**config.mk**
```make
export PLATFORM = sky130hd
export DESIGN_NAME = fp16_accum_ctrl
export DESIGN_NICKNAME = d
export VERILOG_FILES = /design/src/rtl/fp16_accum_ctrl.sv
export SDC_FILE = /design/constraint.sdc
export NUM_CORES = 1
export LEC_CHECK = 0
export CELL_PAD_IN_SITES_DETAIL_PLACEMENT = 1
export CELL_PAD_IN_SITES_GLOBAL_PLACEMENT = 1
export CORE_MARGIN = 2
export CORE_UTILIZATION = 25
export CTS_BUF_LIST = sky130_fd_sc_hd__clkbuf_4 sky130_fd_sc_hd__clkbuf_8 sky130_fd_sc_hd__clkbuf_16
export DETAILED_ROUTE_END_ITERATION = 10
export HOLD_SLACK_MARGIN = 0.03
export PLACE_DENSITY_LB_ADDON = 0.1
export SYNTH_ARGS = -nofsm -noshare
export SYNTH_HDL_FRONTEND = slang
export SYNTH_SLANG_ARGS = --single-unit
```
**constraint.sdc**
```tcl
create_clock -name clk -period 2 [get_ports clk]
set_input_delay 0.4 -clock clk [delete_from_list [all_inputs] [get_ports clk]]
set_output_delay 0.4 -clock clk [all_outputs]
set_load 0.01 [all_outputs]
```
**src/rtl/fp16_accum_ctrl.sv**
```systemverilog
// Sequencer that folds a stream of fp16 operands onto a bias through an
// external combinational fp16 adder, emitting one partial sum per job.
module fp16_accum_ctrl #(
  parameter int LEN_W = 8
) (
  input  logic             clk,
  input  logic             rst,
  input  logic             start,
  input  logic [LEN_W-1:0] len,
  input  logic [15:0]      bias,
  input  logic             in_valid,
  input  logic [15:0]      in_data,
  output logic             in_ready,
  output logic [15:0]      add_a,
  output logic [15:0]      add_b,
  input  logic [15:0]      add_sum,
  output logic             out_valid,
  output logic [15:0]      out_data,
  output logic             out_ovf,
  input  logic             out_ready,
  output logic             busy
);

  typedef enum logic [1:0] {
    IDLE  = 2'd0,
    ACCUM = 2'd1,
    DONE  = 2'd2
  } state_t;

  state_t           state;
  logic [15:0]      acc;
  logic [LEN_W-1:0] rem;
  logic             ovf;

  always_ff @(posedge clk or posedge rst) begin
    if (rst) begin
      state     <= IDLE;
      acc       <= 16'h0000;
      rem       <= '0;
      ovf       <= 1'b0;
      in_ready  <= 1'b0;
      out_valid <= 1'b0;
      busy      <= 1'b0;
    end else begin
      case (state)
        IDLE: begin
          if (start) begin
            acc  <= bias;
            rem  <= len;
            ovf  <= 1'b0;
            busy <= 1'b1;
            if (len == '0) begin
              state     <= DONE;
              out_valid <= 1'b1;
            end else begin
              state    <= ACCUM;
              in_ready <= 1'b1;
            end
          end
        end
        ACCUM: begin
          if (in_valid && in_ready) begin
            acc <= add_sum;
            rem <= rem - LEN_W'(1);
            ovf <= ovf | (&add_sum[14:10]);
            // Exit on the last operand so rem never has to wrap below zero.
            if (rem == LEN_W'(1)) begin
              state     <= DONE;
              in_ready  <= 1'b0;
              out_valid <= 1'b1;
            end
          end
        end
        DONE: begin
          if (out_ready) begin
            state     <= IDLE;
            out_valid <= 1'b0;
            busy      <= 1'b0;
          end
        end
        default: begin
          state     <= IDLE;
          in_ready  <= 1'b0;
          out_valid <= 1'b0;
          busy      <= 1'b0;
        end
      endcase
    end
  end

  assign add_a    = acc;
  assign add_b    = (state == ACCUM) ? in_data : 16'h0000;
  assign out_data = acc;
  assign out_ovf  = ovf;

endmodule

```
==> results.cfg <==
[sta]
fmax_ghz = 0.555
finalSetupViolations = 0
hold_viol = 0
fin_setup_tns_ps = 0
post-route-min-period_ps = 1800
rsz0062_at_grt = no
setup_ws_ps = 198
maxSlewHeadroom_pct = 72.6
drv_slew = 0
skew_ps = 7.35
worstMarginPinSlew_ps = 411
min_period_over_period_pct = 90.1

[global_route]
grt_pass1_wl_um = 9490
grt_max_degree = 31
grt_usage_pct = 15.7
first_global_vias = 1938
antenna_found_initial = 0
overflow = 0

[clock_network]
clkTransAtPathRegs_ps = 70
cts_tree = done
clock_latency_ps = 280
post_cts_buffers = 0
clock-root-buffer = clkbuf_8
htree_levels = 2
numCtsBuffers = 5
cts_sinks = 30
cts_buffer_depth = 2

[status]
status = finished clean

[placed_design]
dp.final_hpwl_um = 4430
place_inst = 411
port_buffers = 112
dpl-instance-area_um2 = 2970
place_congestion = 0.714
dpl_worst_slack_ps = 66.6

[setup_path]
crit_chain = nor2b_2 > buf_12 > and2_1 > dlygate4sd2_1
critPathSlowestCell = dfrtp_1
worst-path-max-fanout = 19
worstPathArrival_ps = 1400
criticalPathCategory = reg2out
worstPathRequired_ps = 1600
cp-start-kind = flip-flop
crit_path_end_kind = output pin
crit_path_max_incr_delay_ps = 370

[synth]
synthArstFlopShare_pct = 100
synth.area.top_cells = dfrtp_1 (42%), nand2_1 (8.6%), buf_4 (7.5%)
synth-main-ff-cell = dfrtp_1
syn_area_um2 = 1800
ys_seq_elements = 30
yosysMostFrequentCell = nand2_1
ys_warn_count = 0
synth_top_area_share_pct = 41.7
synth_top_cell_by_area = dfrtp_1
netlist_instances = 221
ys_seq_area_share_pct = 41.7
synthesis.nets = 284
synth.avg_cell_area_um2 = 8.14
ys_types = 36
synth_edf_count = 0
synthTopCellsByCount = nand2_1 (41), dfrtp_1 (30), nor2_1 (24)

[min_path]
hold_class = in2async

[routing]
drc = 0
vias_per_cell = 4.56
drt_iter0_drc = 63
wire_per_inst_um = 13.8
dr.pass1.iters = 4
drtAntennaViolNets = 0
vias = 1905
wl_um = 5780

[cells_and_area]
final_cells = 418
diodes = 0
layout-drive-gt1-share_pct = 6.52
final_nets = 385
finalInstanceArea_um2 = 3060
area_delta_synth_final_pct = 70.0
final_util_pct = 44.5

[power]
swShare_pct = 33.6
pwr-share-clk_pct = 18.8
leakage_nw = 1.28
p_sw_w = 0.00114
cellPowerDensity_nw_per_um2 = 1110
comb_power_share_pct = 48.9
seq_power_share_pct = 32.3
p_int_w = 0.00226
peakVddDrop_v = 0.000459

[die]
core_um2 = 6870
rows = 30
start_util_pct = 26.2
dieHeight_um = 88.8
dieArea_um2 = 7890
die_w_um = 88.8
io_pins = 113

[job]
drv_cap = 0
-- final timing paths --
kind                       cells past startpoint  startpoint  slack [ps]   endpoint
min in group clk                               2     out_ovf         500    out_ovf
hold / removal                                 3         rst         500   add_a[5]
setup / recovery                               4    state[0]         200  add_b[15]
max in group asynchronous                      3         rst        1190     rem[0]
setup reg to reg                               6      rem[1]         320     rem[6]
hold reg to reg                                2     out_ovf         500    out_ovf
-- power by group through the flow --
stage | combinational (W) | sequential [W] | clock [W]
2_1_floorplan | 0.000807 | 0.00118 | 0
3_3_place_gp | 0.00167 | 0.00110 | 0
3_5_place_dp | 0.00170 | 0.00112 | 0
4_1_cts | 0.00169 | 0.00111 | 0.000663
5_1_grt | 0.00184 | 0.00115 | 0.000691
6_report | 0.00166 | 0.00110 | 0.000639
-- worst max-delay path: cells and delay by family (launching register included) --
kind                   cells  cell delay [ps]
and+or+nand+nor            2              330
DFF                        1              370
buffers and inverters      2              420
-- cell families (layout without fill, tap and decap cells) --
group | count (synthesis) | count (layout) | synth area share (%)
compound gates | 50 | 50 | 17.7
fa+ha+maj | 2 | 2 | 1.39
buf+inv | 33 | 134 | 11.1
flops | 30 | 30 | 41.7
mux | 1 | 1 | 0.556
simple gates | 105 | 105 | 27.5
-- cell usage in the layout, fill, tap and decap left out, types with 2 or more instances in the layout --
master	instances
a21o_1	2
a21oi_1	12
a31oi_1	17
and2_1	17
buf_12	2
buf_4	9
clkbuf_8	6
clkdlybuf4s50_1	96
dfrtp_1	30
dlygate4sd2_1	16
ha_1	2
inv_1	4
nand2_1	41
nand2b_1	4
nand3_1	5
nor2_1	24
nor2b_1	2
nor3_1	2
nor4_1	3
o21ai_0	7
o21ai_1	2
-- registers in the layout, indices dropped and copies added (netlist names) --
register	count
rem	8
in_ready	1
busy	1
add_a	16
out_ovf	1
out_valid	1
state	2
-- routing by layer --
layer	GRT usage (%)	share of wire (%)
met1	20.2	45
met2	25.4	47
met3	4.10	6.0
met4	5.65	1.7
met5	0	0
-- through the flow --
stage,hold WS (ps),power (W)
after CTS,514,0.00346
after global placement,478,0.00277
final,497,0.00340
after global routing,539,0.00368
after floorplan,491,0.00198
after detailed placement,487,0.00282
-- final cells by class --
class                   instances  area [µm²]
clock buffers                   6        82.6
clock inverters                 1        30.0
fillers                       823        3810
inverters                       4        15.0
multi-input cells             158         851
flip-flops and latches         30         751
well taps                      96         120
repair buffers                123        1210
-- what timing repair did --
action | CTS | global route
hold endpoints to repair | 0 | 0
hold buffers | 0 | 0
resized for setup | 16 | 0
setup endpoints to repair | 16 | 0
(Power assumes the default switching activity.)
